`src/rtl/uart_move_pkg.sv`:
```
// Shared types and constants for the UART chess-move parser.
package uart_move_pkg;

    // Parser position within a "<file><rank><file><rank><term>" command.
    typedef enum logic [2:0] {
        S_IDLE  = 3'd0,
        S_FR    = 3'd1,
        S_TF    = 3'd2,
        S_TR    = 3'd3,
        S_EOL   = 3'd4,
        S_PEND  = 3'd5,
        S_FLUSH = 3'd6
    } state_e;

    // Role of a received byte inside a move command.
    typedef enum logic [2:0] {
        CLS_FILE  = 3'd0,
        CLS_RANK  = 3'd1,
        CLS_TERM  = 3'd2,
        CLS_BKSP  = 3'd3,
        CLS_SPACE = 3'd4,
        CLS_OTHER = 3'd5
    } char_cls_e;

    localparam logic [1:0] ERR_BAD_CHAR = 2'd0;
    localparam logic [1:0] ERR_BAD_LEN  = 2'd1;
    localparam logic [1:0] ERR_TIMEOUT  = 2'd2;
    localparam logic [1:0] ERR_OVERRUN  = 2'd3;

    localparam logic [7:0] ASCII_CR   = 8'h0D;
    localparam logic [7:0] ASCII_LF   = 8'h0A;
    localparam logic [7:0] ASCII_BS   = 8'h08;
    localparam logic [7:0] ASCII_DEL  = 8'h7F;
    localparam logic [7:0] ASCII_SP   = 8'h20;
    localparam logic [7:0] ASCII_LC_A = 8'h61;
    localparam logic [7:0] ASCII_LC_H = 8'h68;
    localparam logic [7:0] ASCII_UC_A = 8'h41;
    localparam logic [7:0] ASCII_UC_H = 8'h48;
    localparam logic [7:0] ASCII_1    = 8'h31;
    localparam logic [7:0] ASCII_8    = 8'h38;

    // True while a command is partially typed (the states the timeout watches).
    function automatic logic in_command(input state_e s);
        return (s == S_FR) || (s == S_TF) || (s == S_TR) || (s == S_EOL);
    endfunction

endpackage

```
`src/rtl/move_char_classify.sv`:
```
// Combinational byte classifier: maps a received byte to its class and 3-bit coordinate value.
module move_char_classify
    import uart_move_pkg::*;
(
    input  logic [7:0] i_data,
    output char_cls_e  o_cls,
    output logic [2:0] o_val
);

    // Classify the byte; files are case-folded, value is the offset from 'a'/'A'/'1'.
    always_comb begin
        // NOTE: every output gets a default first so no path leaves it unassigned (no latch).
        o_cls = CLS_OTHER;
        o_val = 3'd0;
        if (i_data >= ASCII_LC_A && i_data <= ASCII_LC_H) begin
            o_cls = CLS_FILE;
            o_val = 3'(i_data - ASCII_LC_A);
        end else if (i_data >= ASCII_UC_A && i_data <= ASCII_UC_H) begin
            o_cls = CLS_FILE;
            o_val = 3'(i_data - ASCII_UC_A);
        end else if (i_data >= ASCII_1 && i_data <= ASCII_8) begin
            o_cls = CLS_RANK;
            o_val = 3'(i_data - ASCII_1);
        end else if (i_data == ASCII_CR || i_data == ASCII_LF) begin
            o_cls = CLS_TERM;
        end else if (i_data == ASCII_BS || i_data == ASCII_DEL) begin
            o_cls = CLS_BKSP;
        end else if (i_data == ASCII_SP) begin
            o_cls = CLS_SPACE;
        end
    end

endmodule

```
`src/rtl/uart_move_parser.sv`:
```
// Parses typed chess moves from the UART byte stream and holds each move until acknowledged.
module uart_move_parser
    import uart_move_pkg::*;
#(
    parameter int unsigned TIMEOUT_CYCLES = 100_000_000,
    parameter int unsigned CNT_W          = 27
) (
    input  logic       clk,
    input  logic       rst,
    input  logic [7:0] i_rx_data,
    input  logic       i_rx_valid,
    input  logic       i_move_ack,
    output logic       o_move_valid,
    output logic [2:0] o_from_file,
    output logic [2:0] o_from_rank,
    output logic [2:0] o_to_file,
    output logic [2:0] o_to_rank,
    output logic       o_err,
    output logic [1:0] o_err_code,
    output logic       o_busy
);

    localparam logic [CNT_W-1:0] CNT_LAST = CNT_W'(TIMEOUT_CYCLES - 1);

    state_e           state_q, state_d;
    state_e           eff_state;
    logic [CNT_W-1:0] cnt_q, cnt_d;
    // Working coordinates of the command being typed.
    logic [2:0]       wrk_ff_q, wrk_ff_d, wrk_fr_q, wrk_fr_d;
    logic [2:0]       wrk_tf_q, wrk_tf_d, wrk_tr_q, wrk_tr_d;
    // Presented coordinates, only updated by a complete, valid command.
    logic [2:0]       out_ff_q, out_ff_d, out_fr_q, out_fr_d;
    logic [2:0]       out_tf_q, out_tf_d, out_tr_q, out_tr_d;
    logic             err_q, err_d;
    logic [1:0]       err_code_q, err_code_d;

    char_cls_e        cls;
    logic [2:0]       val;
    logic             byte_act;
    logic             timeout;

    move_char_classify u_classify (
        .i_data (i_rx_data),
        .o_cls  (cls),
        .o_val  (val)
    );

    assign byte_act = i_rx_valid && (cls != CLS_SPACE);
    assign timeout  = in_command(state_q) && (cnt_q == CNT_LAST);

    // Next-state, coordinate capture, error and timeout-counter logic.
    always_comb begin
        state_d    = state_q;
        eff_state  = state_q;
        cnt_d      = cnt_q;
        wrk_ff_d   = wrk_ff_q;
        wrk_fr_d   = wrk_fr_q;
        wrk_tf_d   = wrk_tf_q;
        wrk_tr_d   = wrk_tr_q;
        out_ff_d   = out_ff_q;
        out_fr_d   = out_fr_q;
        out_tf_d   = out_tf_q;
        out_tr_d   = out_tr_q;
        err_d      = 1'b0;
        err_code_d = err_code_q;

        // A stalled partial command is dropped; a byte on this cycle is seen from IDLE.
        if (timeout) begin
            err_d      = 1'b1;
            err_code_d = ERR_TIMEOUT;
            state_d    = S_IDLE;
            eff_state  = S_IDLE;
        end

        // Acknowledge releases the held move; a same-cycle byte is seen from IDLE.
        if (state_q == S_PEND && i_move_ack) begin
            state_d   = S_IDLE;
            eff_state = S_IDLE;
        end

        if (byte_act) begin
            case (eff_state)
                S_IDLE: begin
                    case (cls)
                        CLS_FILE: begin
                            wrk_ff_d = val;
                            state_d  = S_FR;
                        end
                        CLS_TERM, CLS_BKSP: ;
                        default: begin
                            err_d      = 1'b1;
                            err_code_d = ERR_BAD_CHAR;
                            state_d    = S_FLUSH;
                        end
                    endcase
                end
                S_FR: begin
                    case (cls)
                        CLS_RANK: begin
                            wrk_fr_d = val;
                            state_d  = S_TF;
                        end
                        CLS_BKSP: state_d = S_IDLE;
                        CLS_TERM: begin
                            err_d      = 1'b1;
                            err_code_d = ERR_BAD_LEN;
                            state_d    = S_FLUSH;
                        end
                        default: begin
                            err_d      = 1'b1;
                            err_code_d = ERR_BAD_CHAR;
                            state_d    = S_FLUSH;
                        end
                    endcase
                end
                S_TF: begin
                    case (cls)
                        CLS_FILE: begin
                            wrk_tf_d = val;
                            state_d  = S_TR;
                        end
                        CLS_BKSP: state_d = S_FR;
                        CLS_TERM: begin
                            err_d      = 1'b1;
                            err_code_d = ERR_BAD_LEN;
                            state_d    = S_FLUSH;
                        end
                        default: begin
                            err_d      = 1'b1;
                            err_code_d = ERR_BAD_CHAR;
                            state_d    = S_FLUSH;
                        end
                    endcase
                end
                S_TR: begin
                    case (cls)
                        CLS_RANK: begin
                            wrk_tr_d = val;
                            state_d  = S_EOL;
                        end
                        CLS_BKSP: state_d = S_TF;
                        CLS_TERM: begin
                            err_d      = 1'b1;
                            err_code_d = ERR_BAD_LEN;
                            state_d    = S_FLUSH;
                        end
                        default: begin
                            err_d      = 1'b1;
                            err_code_d = ERR_BAD_CHAR;
                            state_d    = S_FLUSH;
                        end
                    endcase
                end
                S_EOL: begin
                    case (cls)
                        CLS_TERM: begin
                            if ({wrk_ff_q, wrk_fr_q} == {wrk_tf_q, wrk_tr_q}) begin
                                // Null move: terminator already consumed, so no flush.
                                err_d      = 1'b1;
                                err_code_d = ERR_BAD_LEN;
                                state_d    = S_IDLE;
                            end else begin
                                out_ff_d = wrk_ff_q;
                                out_fr_d = wrk_fr_q;
                                out_tf_d = wrk_tf_q;
                                out_tr_d = wrk_tr_q;
                                state_d  = S_PEND;
                            end
                        end
                        CLS_BKSP: state_d = S_TR;
                        CLS_FILE, CLS_RANK: begin
                            err_d      = 1'b1;
                            err_code_d = ERR_BAD_LEN;
                            state_d    = S_FLUSH;
                        end
                        default: begin
                            err_d      = 1'b1;
                            err_code_d = ERR_BAD_CHAR;
                            state_d    = S_FLUSH;
                        end
                    endcase
                end
                S_PEND: begin
                    err_d      = 1'b1;
                    err_code_d = ERR_OVERRUN;
                end
                S_FLUSH: begin
                    if (cls == CLS_TERM) state_d = S_IDLE;
                end
                default: state_d = S_IDLE;
            endcase
        end

        // Inter-byte idle counter runs only while a command is partially typed.
        if (timeout || byte_act || !in_command(state_q)) begin
            cnt_d = '0;
        end else begin
            cnt_d = cnt_q + CNT_W'(1);
        end
    end

    // State, counter, coordinate and error registers.
    always_ff @(posedge clk or negedge rst) begin
        if (!rst) begin
            state_q    <= S_IDLE;
            cnt_q      <= '0;
            wrk_ff_q   <= 3'd0;
            wrk_fr_q   <= 3'd0;
            wrk_tf_q   <= 3'd0;
            wrk_tr_q   <= 3'd0;
            out_ff_q   <= 3'd0;
            out_fr_q   <= 3'd0;
            out_tf_q   <= 3'd0;
            out_tr_q   <= 3'd0;
            err_q      <= 1'b0;
            err_code_q <= 2'd0;
        end else begin
            // NOTE: non-blocking assignments so every register samples pre-edge values.
            state_q    <= state_d;
            cnt_q      <= cnt_d;
            wrk_ff_q   <= wrk_ff_d;
            wrk_fr_q   <= wrk_fr_d;
            wrk_tf_q   <= wrk_tf_d;
            wrk_tr_q   <= wrk_tr_d;
            out_ff_q   <= out_ff_d;
            out_fr_q   <= out_fr_d;
            out_tf_q   <= out_tf_d;
            out_tr_q   <= out_tr_d;
            err_q      <= err_d;
            err_code_q <= err_code_d;
        end
    end

    assign o_move_valid = (state_q == S_PEND);
    assign o_from_file  = out_ff_q;
    assign o_from_rank  = out_fr_q;
    assign o_to_file    = out_tf_q;
    assign o_to_rank    = out_tr_q;
    assign o_err        = err_q;
    assign o_err_code   = err_code_q;
    assign o_busy       = (state_q != S_IDLE) && (state_q != S_PEND);

endmodule

```
`config.mk`:
```
export PLATFORM = sky130hd
export DESIGN_NAME = uart_move_parser
export DESIGN_NICKNAME = d
export VERILOG_FILES = /design/src/rtl/uart_move_pkg.sv /design/src/rtl/move_char_classify.sv /design/src/rtl/uart_move_parser.sv
export SDC_FILE = /design/constraint.sdc
export NUM_CORES = 1
export LEC_CHECK = 0
export BUFFER_PORTS_ARGS = -buffer_cell sky130_fd_sc_hd__buf_2
export CORE_MARGIN = 1.5
export CORE_UTILIZATION = 50
export DETAILED_ROUTE_END_ITERATION = 8
export GPL_TIMING_DRIVEN = 0
export PLACE_DENSITY = 0.7
export SETUP_SLACK_MARGIN = 0.02
export SYNTH_ARGS = -nofsm -noshare
export SYNTH_HDL_FRONTEND = slang
export SYNTH_HIERARCHICAL = 1
export SYNTH_SLANG_ARGS = --single-unit
```
`constraint.sdc`:
```
create_clock -name clk -period 2.19 [get_ports clk]
set_input_delay 0.219 -clock clk [delete_from_list [all_inputs] [get_ports clk]]
set_output_delay 0.219 -clock clk [all_outputs]
set_load 0.05 [all_outputs]
```
==> results of run 1 <==
power breakdown:
part | switching [W] | internal [W]
clock | 0.000442 | 0.000442
sequential | 0.0000212 | 0.00107
combinational | 0.000354 | 0.000229
how the worst min path moves through the flow:
| stage | startpoint | endpoint | slack [ns] | cells past startpoint |
|---|---|---|---|---|
| finish | rst | o_err$_DFF_PN0_ | -0.06 | 1 |
| CTS | rst | o_err_code[1]$_DFF_PN0_ | 0.21 | 1 |
| detailed placement | cnt_q[0]$_DFF_PN0_ | cnt_q[0]$_DFF_PN0_ | 0.45 | 1 |
| global route | rst | o_err$_DFF_PN0_ | 0.01 | 1 |
| global placement | cnt_q[0]$_DFF_PN0_ | cnt_q[0]$_DFF_PN0_ | 0.44 | 1 |
| floorplan | rst | cnt_q[0]$_DFF_PN0_ | -0.08 | 0 |
metrics by stage:
stage	total power [W]	setup slack [ns]
after global routing	0.00267	-0.137
after global placement	0.00155	-0.759
after floorplan	0.00141	-0.0817
after detailed placement	0.00155	-0.780
after CTS	0.00252	-0.0580
final	0.00256	-0.0842
final cells by class:
type / count / area [um2] / area share [%]
well taps: 99 / 124 / 2.57
repair buffers: 66 / 492 / 10.2
plain buffers: 15 / 121 / 2.52
clock buffers: 12 / 145 / 3.01
flip-flops and latches: 57 / 1430 / 29.6
clock inverters: 4 / 28.8 / 0.597
multi-input cells: 290 / 2410 / 50.0
inverters: 13 / 72.6 / 1.50
cells in the mapped netlist (6+ instances only):
master,n,area (um2)
nand3_1,15,75.1
xor2_1,11,96.3
nand2_1,24,90.1
mux2_4,10,150
or3_1,7,43.8
nor2_1,40,150
a21oi_1,15,75.1
ha_1,6,75.1
dfrtp_1,57,1430
o21ai_0,12,60.1
clkbuf_1,9,33.8
xnor2_1,16,140
inv_1,13,48.8
nor2b_1,6,37.5
nor3_1,11,55.1
mux2_2,14,158
kinds of logic (layout without fill, tap and decap cells):
group / after synthesis / count (layout) / share of synthesized area (%)
AO/OA/AOI/OAI: 70 / 70 / 13.5
XOR/XNOR: 27 / 27 / 6.42
adder cells (fa/ha/maj): 6 / 6 / 2.04
buffers and inverters: 31 / 110 / 4.28
flip-flops: 57 / 57 / 38.7
multiplexers: 24 / 24 / 8.35
AND/OR/NAND/NOR: 163 / 163 / 26.7
flip-flops by register name, indices dropped and copies added, names as in the netlist:
name	flops
wrk_tf_q	3
state_q	3
wrk_tr_q	3
cnt_q	27
o_from_rank	3
wrk_ff_q	3
o_err_code	2
o_err	1
o_to_file	3
o_from_file	3
wrk_fr_q	3
o_to_rank	3
layout by cell type (no fill, tap or decap), types with 11 or more instances in the layout:
cell      n
nand3_1  15
mux2_4   14
buf_2    26
xnor2_1  16
a21oi_1  12
buf_4    37
xor2_1   11
dfrtp_1  54
nor2_1   36
nand2_1  23
inv_1    11
repair_timing:
action,CTS,global route
gates cloned,1,0
hold endpoints to repair,0,0
pin swaps,22,14
buffers inserted,25,14
hold buffers,0,0
endpoints found under the setup margin,59,57
resized for setup,37,47
layer usage:
metal	track usage (%)	share of wire [%]	routed length, um	vias up
met5	0	0	0	-
met4	13.5	3.8	367	0
met3	3.73	5.1	498	32
met2	39.3	48	4690	109
met1	35.1	43	4190	1616
li1	-	-	-	1530
critical path, stage by stage:
cell	delay, ns
buf_2	0.12
nor3_1	0.38
a31o_2	0.29
buf_4	0.16
or3b_4	0.41
buf_6	0.15
a211oi_4	0.23
o221ai_2	0.14
o211ai_1	0.26
nand3_1	0.11
==> results.tsv, run 1 <==
stage	metric	value	unit
outcome	status	finished with violations	
outcome	violated checks	hold timing, setup timing	
timing	pin slew with the least headroom to its limit	0.725	ns
global_routing	largest net degree at the start of global routing	58	
final_layout	Layout Utilization	67.2	%
timing	final hold vios	57	
critical_path	CP startpoint	i_rx_data[7]	
die	core region area	7180	um2
pwr	P per Cell Area	530	nW/um2
timing	Slew Viols, Final	0	
timing	Max-slew headroom	51.7	%
critical_path	Req. time, crit path	2.40	ns
clocking	H-Tree Depth	3	
die	row cnt	31	
timing	period utilization	104	%
global_routing	initial antenna violation count	0	
final_layout	final instance area	4820	um2
pwr	VDD IR max	0.000446	V
min_path	HP Class	in -> async	
clocking	Sink Count	57	
clocking	CTS tree	done	
clocking	clock latency at the later pin of the worst-skew pair	0.34	ns
critical_path	worst r2r path cells	8	
timing	clk_skew	0.00765	ns
final_layout	Layout Nets	470	
die	die span in x	88.9	um
drt	Antenna Nets Post-Route	0	
critical_path	Critical R2R Capture	o_from_rank[2]$_DFFE_PN0P_	
yosys	FF+latch count, synth	57	
die	io pins	29	
yosys	number of flops mapped to enable cells by yosys	0	
drt	TritonRoute pass-1 iters	4	
yosys	synthesized cell area	3690	um2
clocking	CTS buffer count	9	
yosys	Yosys warning count	6	
drt	Post-route DRC	0	
die	die extent in y	88.9	um
clocking	CTS root buffer	clkbuf_8	
timing	RSZ-0062 raised after global routing	true	
yosys	Synth Instances	378	
yosys	post-synthesis area per instance	9.75	um2
critical_path	crit path max fanout	5	
clocking	CTS Buffer Depth	2	
global_routing	vias in the first global route	3076	
drt	DRT iter0 DRCs	137	
critical_path	reg-to-reg slack, setup	-0.02	ns
yosys	number of distinct library cells after synthesis	73	
flow_run	Max-cap violations	0	
timing	PnR worst setup slack	-0.0842	ns
critical_path	Critical Path Sink Type	flop	
placed_design	RePlAce Congestion	1.01	
final_layout	share of layout cells above drive strength 1	40.9	%
critical_path	Setup CP Type	in -> reg	
final_layout	post-route insts no fill	556	
yosys	sequential-to-total area share from yosys stat	38.7	%
final_layout	number of fill cells	542	
drt	wirelength, routed	9750	um
global_routing	grt ovf	0	
timing	Setup TNS	-0.235	ns
placed_design	DPL Wire Length	6390	um
die	initial core utilization	51.4	%
critical_path	crit path DAT	2.48	ns
die	Die Area	7900	um2
global_routing	total track usage	25.6	%
timing	Fmax achieved	440	MHz
timing	Final Critical Period	2.27	ns
drt	routed len/inst	17.5	um
critical_path	Setup crit start kind	input port	
yosys	asr flop ratio synth	100	%
drt	Vias	3287	
placed_design	I/O Buffers	27	
global_routing	global-route wire length before repair	15300	um
timing	final hold slack	-0.0623	ns
yosys	Syn Nets	396	
placed_design	placed instance area	4040	um2
final_layout	P&R area growth vs syn	30.9	%
placed_design	Placed Instances	504	
pwr	Leak	2.09	nW
yosys	Primary FF master, synth	dfrtp_1	
final_layout	# diodes	0	
drt	Vias/cell	5.91	
clocking	clock slew at reported path FFs	0.07	ns
critical_path	launch point of the worst reg-to-reg path	cnt_q[3]$_DFF_PN0_	
timing	Setup-failing EPs final	13	
critical_path	CP Capture Point	state_q[2]$_DFF_PN0_	
Power figures use the tool's default switching activity.
==> run 2: changes to the inputs <==
- PLACE_DENSITY: 0.7 -> 0.67
- SKIP_LAST_GASP: default -> 1
- clock period: 2.19 -> 2.5 ns (I/O delays scaled with it)
==> results.tsv, run 2 (same netlist as run 1, synthesis figures left out) <==
stage	metric	value	unit	change
clocking	CTS tree	done		unchanged
die	io pins	29		unchanged
final_layout	most frequent cells in the layout	dfrtp_1, nor2_1, buf_2, nand2_1, buf_4		was dfrtp_1, buf_4, nor2_1, buf_2, nand2_1
timing	Slew Viols, Final	0		unchanged
timing	Final Critical Period	2.41	ns	
die	die span in x	88.9	um	unchanged
global_routing	vias in the first global route	2982		was 3076
pwr	P per Cell Area	533	nW/um2	was 530 nW/um2
critical_path	CP peak stage delay	0.42	ns	was 0.41 ns
critical_path	delay-heaviest family, CP	simple AND/OR/NAND/NOR gates		was compound AO/OA/AOI/OAI gates
final_layout	max reg flops	27		unchanged
final_layout	final instance area	4420	um2	was 4820 um2
drt	DRT iter0 DRCs	209		was 137
clocking	CTS buffer count	9		unchanged
timing	Setup-failing EPs final	0		was 13
die	initial core utilization	51.4	%	unchanged
global_routing	initial antenna violation count	0		unchanged
drt	DR top layer	met4		unchanged
die	die extent in y	88.9	um	unchanged
global_routing	total track usage	23.7	%	was 25.6%
placed_design	I/O Buffers	27		unchanged
drt	met2 routed WL	4030	um	was 4690 um
flow_run	Max-cap violations	0		unchanged
clocking	Sink Count	57		unchanged
timing	period utilization	96.6	%	
critical_path	crit path DAT	2.64	ns	was 2.48 ns
pwr	Leak	1.96	nW	was 2.09 nW
critical_path	WP buf/inv	4		was 3
critical_path	reg-to-reg slack, setup	0.12	ns	was -0.02 ns
timing	RSZ-0062 raised after global routing	true		unchanged
drt	TritonRoute pass-1 iters	5		was 4
clocking	clock latency at the later pin of the worst-skew pair	0.33	ns	was 0.34 ns
timing	Setup TNS	0	ns	was -0.235 ns
critical_path	Setup CP Type	in -> reg		unchanged
critical_path	cell depth of the worst setup path	13		was 10
critical_path	Setup crit start kind	input port		unchanged
critical_path	worst r2r path cells	8		unchanged
timing	clk_skew	0.00962	ns	was 0.00765 ns
critical_path	crit path cell chain	clkbuf_4 -> inv_4 -> ha_2 -> and3b_1 -> a21oi_1 -> o22ai_1 -> a21oi_2 -> buf_4 -> or3b_4 -> a2111oi_4 -> nand2_4 -> buf_12 -> mux2_4		was buf_2 -> nor3_1 -> a31o_2 -> buf_4 -> or3b_4 -> buf_6 -> a211oi_4 -> o221ai_2 -> o211ai_1 -> nand3_1
clocking	H-Tree Depth	3		unchanged
die	core region area	7180	um2	unchanged
pwr	Tot Pwr	0.00236	W	was 0.00256 W
placed_design	RePlAce Congestion	0.944		was 1.01
final_layout	number of fill cells	602		was 542
final_layout	Layout Utilization	61.6	%	was 67.2%
drt	Post-route DRC	0		unchanged
critical_path	Critical Path Sink Type	flop		unchanged
critical_path	Req. time, crit path	2.72	ns	was 2.40 ns
timing	Fmax achieved	414	MHz	
clocking	CTS root buffer	clkbuf_8		unchanged
drt	Vias	3149		was 3287
global_routing	global-route wire length before repair	14300	um	was 15300 um
final_layout	Layout Nets	451		was 470
clocking	clock slew at reported path FFs	0.07	ns	about the same
clocking	CTS Buffer Depth	2		unchanged
final_layout	# diodes	0		unchanged
global_routing	grt ovf	0		unchanged
outcome	violated checks	hold timing		was hold timing, setup timing
placed_design	DPL Wire Length	6100	um	was 6390 um
min_path	HP Class	in -> async		unchanged
timing	final hold slack	-0.0357	ns	was -0.0623 ns
outcome	status	finished with violations		unchanged
drt	met1 WL	3940	um	was 4190 um
drt	routed len/inst	16.4	um	was 17.5 um
drt	wirelength, routed	8830	um	was 9750 um
die	row cnt	31		unchanged
final_layout	Largest Register	cnt_q		unchanged
global_routing	largest net degree at the start of global routing	58		unchanged
drt	Antenna Nets Post-Route	0		unchanged
pwr	VDD IR max	0.000550	V	was 0.000446 V
timing	final hold vios	47		was 57
die	Die Area	7900	um2	unchanged
final_layout	commonest non-fill, non-tap cell in the layout	dfrtp_1		unchanged
drt	Routed met3 length	566	um	was 498 um
timing	pin slew with the least headroom to its limit	0.967	ns	was 0.725 ns
final_layout	share of layout cells above drive strength 1	31.1	%	was 40.9%
final_layout	P&R area growth vs syn	20.0	%	was 30.9%
timing	Max-slew headroom	35.4	%	was 51.7%
placed_design	placed instance area	3980	um2	was 4040 um2
critical_path	slowest library cell on the worst path	or3b_4		unchanged
critical_path	crit path max fanout	10		was 5
drt	Vias/cell	5.86		was 5.91
run 2: cell type report:
class / instances / area (um2) / share of cell area [%]
Inverter: 13 / 51.3 / 1.16
Buffer: 18 / 133 / 3.00
Clock buffer: 9 / 124 / 2.80
Clock inverter: 7 / 103 / 2.32
Multi-Input combinational cell: 290 / 2190 / 49.6
Tap cell: 99 / 124 / 2.80
Timing Repair Buffer: 44 / 268 / 6.05
Sequential cell: 57 / 1430 / 32.2
run 2: routing by layer:
| layer | GRT usage [%] | up-vias |
|---|---|---|
| met1 | 32.1 | 1477 |
| met5 | 0 | - |
| met3 | 4.76 | 32 |
| li1 | - | 1497 |
| met2 | 37.1 | 143 |
| met4 | 9.94 | 0 |
run 2: power breakdown:
group	switching [W]	internal, W
combinational	0.000271	0.000148
clock	0.000413	0.000569
sequential	0.0000186	0.000936
total	0.000703	0.00165
run 2: timing repair:
item                       CTS  global route
setup buffers                4            13
hold buffers                 0             0
setup endpoints to repair   47            46
pin swaps                    2             9
gates resized for setup      8            24
run 2: path summary, 6_finish.rpt:
| path | startpoint | end |
|---|---|---|
| hold / removal | rst | o_from_file[0]$_DFFE_PN0P_ |
| setup / recovery | i_rx_data[0] | o_to_file[2]$_DFFE_PN0P_ |
| max in group asynchronous | rst | state_q[0]$_DFF_PN0_ |
| hold reg to reg | cnt_q[0]$_DFF_PN0_ | cnt_q[0]$_DFF_PN0_ |
| min in group clk | i_rx_valid | wrk_tf_q[1]$_DFFE_PN0P_ |
| setup reg to reg | state_q[1]$_DFF_PN0_ | o_to_file[2]$_DFFE_PN0P_ |
run 2: per-stage QoR:
stage | hold slack (ns) | setup WS [ns] | std cells
floorplan | -0.0456 | 0.0106 | 378
global placement | 0.438 | -0.604 | 504
detailed placement | 0.452 | -0.662 | 504
CTS | 0.230 | -0.0379 | 524
global route | 0.0205 | 0.0113 | 537
finish | -0.0357 | 0.0859 | 537
==> run 3: changes to the inputs <==
- CORE_UTILIZATION: 50 -> 35
- HOLD_SLACK_MARGIN: default -> 0.05
- MAX_ROUTING_LAYER: default -> met4
- PLACE_DENSITY: 0.67 -> 0.5
==> results.tsv, run 3 (same netlist as run 1, synthesis figures left out) <==
stage	metric	value	unit	change
outcome	status	completed		was finished with violations
timing	Max-slew headroom	42.4	%	was 35.4%
die	initial core utilization	35.9	%	was 51.4%
drt	Vias	3056		was 3149
global_routing	grt ovf	0		unchanged
drt	Post-route DRC	0		unchanged
drt	routed len/inst	15.7	um	was 16.4 um
clocking	clock latency at the later pin of the worst-skew pair	0.34	ns	was 0.33 ns
drt	met2 routed WL	4320	um	was 4030 um
global_routing	total track usage	17.2	%	was 23.7%
critical_path	Critical Path Sink Type	flop		unchanged
die	Die Area	11200	um2	was 7900 um2
final_layout	most frequent cells in the layout	dfrtp_1, nor2_1, buf_2, nand2_1, xnor2_1		was dfrtp_1, nor2_1, buf_2, nand2_1, buf_4
global_routing	global-route wire length before repair	14700	um	was 14300 um
final_layout	max reg flops	27		unchanged
timing	Slew Viols, Final	0		unchanged
min_path	HP Class	in -> reg		was in -> async
pwr	Sw Ratio	27.6	%	was 29.9%
clocking	CTS Buffer Depth	2		unchanged
placed_design	placed instance area	4020	um2	was 3980 um2
pwr	P per Cell Area	554	nW/um2	was 533 nW/um2
clocking	Sink Count	57		unchanged
die	row cnt	37		was 31
timing	Final Critical Period	2.40	ns	was 2.41 ns
critical_path	CP peak stage delay	0.42	ns	about the same
drt	met1 WL	3880	um	was 3940 um
final_layout	P&R area growth vs syn	19.7	%	was 20.0%
critical_path	slowest library cell on the worst path	or3b_4		unchanged
pwr	VDD IR max	0.000347	V	was 0.000550 V
die	io pins	29		unchanged
drt	DR top layer	met4		unchanged
placed_design	I/O Buffers	27		unchanged
clocking	CTS tree	done		unchanged
critical_path	crit path cell chain	clkbuf_4 -> inv_2 -> ha_2 -> and3b_1 -> a21oi_1 -> o22ai_1 -> a21oi_2 -> buf_4 -> or3b_4 -> a2111oi_4 -> nand2_4 -> buf_12 -> mux2_4		was clkbuf_4 -> inv_4 -> ha_2 -> and3b_1 -> a21oi_1 -> o22ai_1 -> a21oi_2 -> buf_4 -> or3b_4 -> a2111oi_4 -> nand2_4 -> buf_12 -> mux2_4
drt	Antenna Nets Post-Route	0		unchanged
timing	final hold slack	0.417	ns	was -0.0357 ns
pwr	internal power	0.00177	W	was 0.00165 W
critical_path	Setup CP Type	in -> reg		unchanged
timing	Fmax achieved	417	MHz	was 414 MHz
final_layout	commonest non-fill, non-tap cell in the layout	dfrtp_1		unchanged
drt	Routed met3 length	394	um	was 566 um
clocking	clock slew at reported path FFs	0.07	ns	about the same
global_routing	initial antenna violation count	0		unchanged
pwr	Leak	1.92	nW	was 1.96 nW
final_layout	# diodes	0		unchanged
final_layout	Largest Register	cnt_q		unchanged
die	die extent in y	106	um	was 88.9 um
final_layout	share of layout cells above drive strength 1	29.3	%	was 31.1%
pwr	Tot Pwr	0.00244	W	was 0.00236 W
final_layout	Layout Nets	439		was 451
global_routing	largest net degree at the start of global routing	58		unchanged
die	die span in x	106	um	was 88.9 um
critical_path	crit path max fanout	10		unchanged
critical_path	crit path DAT	2.61	ns	was 2.64 ns
pwr	Comb pwr share	17.2	%	was 17.8%
placed_design	RePlAce Congestion	0.892		was 0.944
timing	pin slew with the least headroom to its limit	0.861	ns	was 0.967 ns
clocking	CTS root buffer	clkbuf_8		unchanged
drt	Vias/cell	5.44		was 5.86
drt	TritonRoute pass-1 iters	4		was 5
drt	wirelength, routed	8850	um	was 8830 um
placed_design	DPL Wire Length	6240	um	was 6100 um
drt	DRT iter0 DRCs	211		was 209
timing	RSZ-0062 raised after global routing	true		unchanged
pwr	clock group share of total power	43.8	%	was 41.7%
timing	period utilization	95.8	%	was 96.6%
clocking	H-Tree Depth	3		unchanged
final_layout	final instance area	4410	um2	was 4420 um2
timing	Setup-failing EPs final	0		unchanged
flow_run	Max-cap violations	0		unchanged
clocking	CTS buffer count	9		unchanged
critical_path	Setup crit start kind	input port		unchanged
timing	clk_skew	0.0116	ns	was 0.00962 ns
die	core region area	10300	um2	was 7180 um2
pwr	Sequential Power Share	39.0	%	was 40.5%
global_routing	vias in the first global route	3009		was 2982
timing	final hold vios	0		was 47
pwr	NetSw	0.000674	W	was 0.000703 W
critical_path	Req. time, crit path	2.72	ns	about the same
[run 3: cell types whose count changed in the layout (fill, tap and decap cells not counted), sizes merged]
cell         change
buf             -13
clkbuf           +2
bufinv           +1
inv              -1
clkinv           -2
dlygate4sd3      +1
[run 3: metrics by stage]
stage | cells | setup TNS (ns) | setup WS [ns] | util [%]
floorplan | 378 | 0 | 0.0106 | -
global placement | 541 | -26.95 | -0.649 | 39.1
detailed placement | 541 | -25.56 | -0.622 | 39.1
CTS | 558 | -0.918 | -0.0566 | 42.0
global route | 562 | 0 | 0.00826 | 42.9
finish | 562 | 0 | 0.105 | 42.9
[run 3: metal layers]
| metal | vias to the layer above | GRT usage (%) |
|---|---|---|
| met3 | 22 | 4.08 |
| met2 | 98 | 27.5 |
| met4 | 0 | 8.11 |
| li1 | 1468 | - |
| met5 | - | - |
| met1 | 1468 | 20.4 |
[run 3: area by class of cell]
class / count / area [um2]
repair buffers: 32 / 180
multi-input cells: 290 / 2210
well taps: 136 / 170
plain buffers: 18 / 129
inverters: 13 / 48.8
clock buffers: 11 / 141
flip-flops and latches: 57 / 1430
fillers: 1053 / 5870
clock inverters: 5 / 103
[run 3: worst max-delay path, delay by kind of cell]
family	cells	cell delay, ns
and+or+nand+nor	3	0.69
AOI/OAI and AO/OA	4	0.60
buffers and inverters	4	0.56
muxes	1	0.29
adders and majority gates	1	0.19
[run 3: path summary, 6_finish.rpt]
path | from | endpoint | slack, ns | cells after the start
worst min register to register | cnt_q[0]$_DFF_PN0_ | cnt_q[0]$_DFF_PN0_ | 0.46 | 1
worst max register to register | cnt_q[8]$_DFF_PN0_ | o_to_rank[0]$_DFFE_PN0P_ | 0.12 | 7
max in group asynchronous | rst | o_err$_DFF_PN0_ | 1.46 | 2
min in group asynchronous | rst | o_err_code[0]$_DFF_PN0_ | 0.51 | 2
worst min-delay path | i_rx_valid | wrk_tf_q[0]$_DFFE_PN0P_ | 0.42 | 3
worst max-delay path | i_rx_data[0] | o_to_rank[0]$_DFFE_PN0P_ | 0.10 | 13
[run 3: what timing repair did]
action,CTS,global route
pin swaps,1,4
resized for setup,11,23
hold endpoints to repair,0,18
hold buffers,0,1
endpoints found under the setup margin,42,47
buffers inserted,1,3
[run 3: power by group through the flow]
stage          clock network (W)  registers, W  logic, W
6_report                 0.00107      0.000953  0.000421
5_1_grt                  0.00114      0.000954  0.000464
4_1_cts                  0.00110      0.000952  0.000395
3_5_place_dp                   0      0.000969  0.000382
3_3_place_gp                   0      0.000970  0.000393
2_1_floorplan                  0      0.000969  0.000256
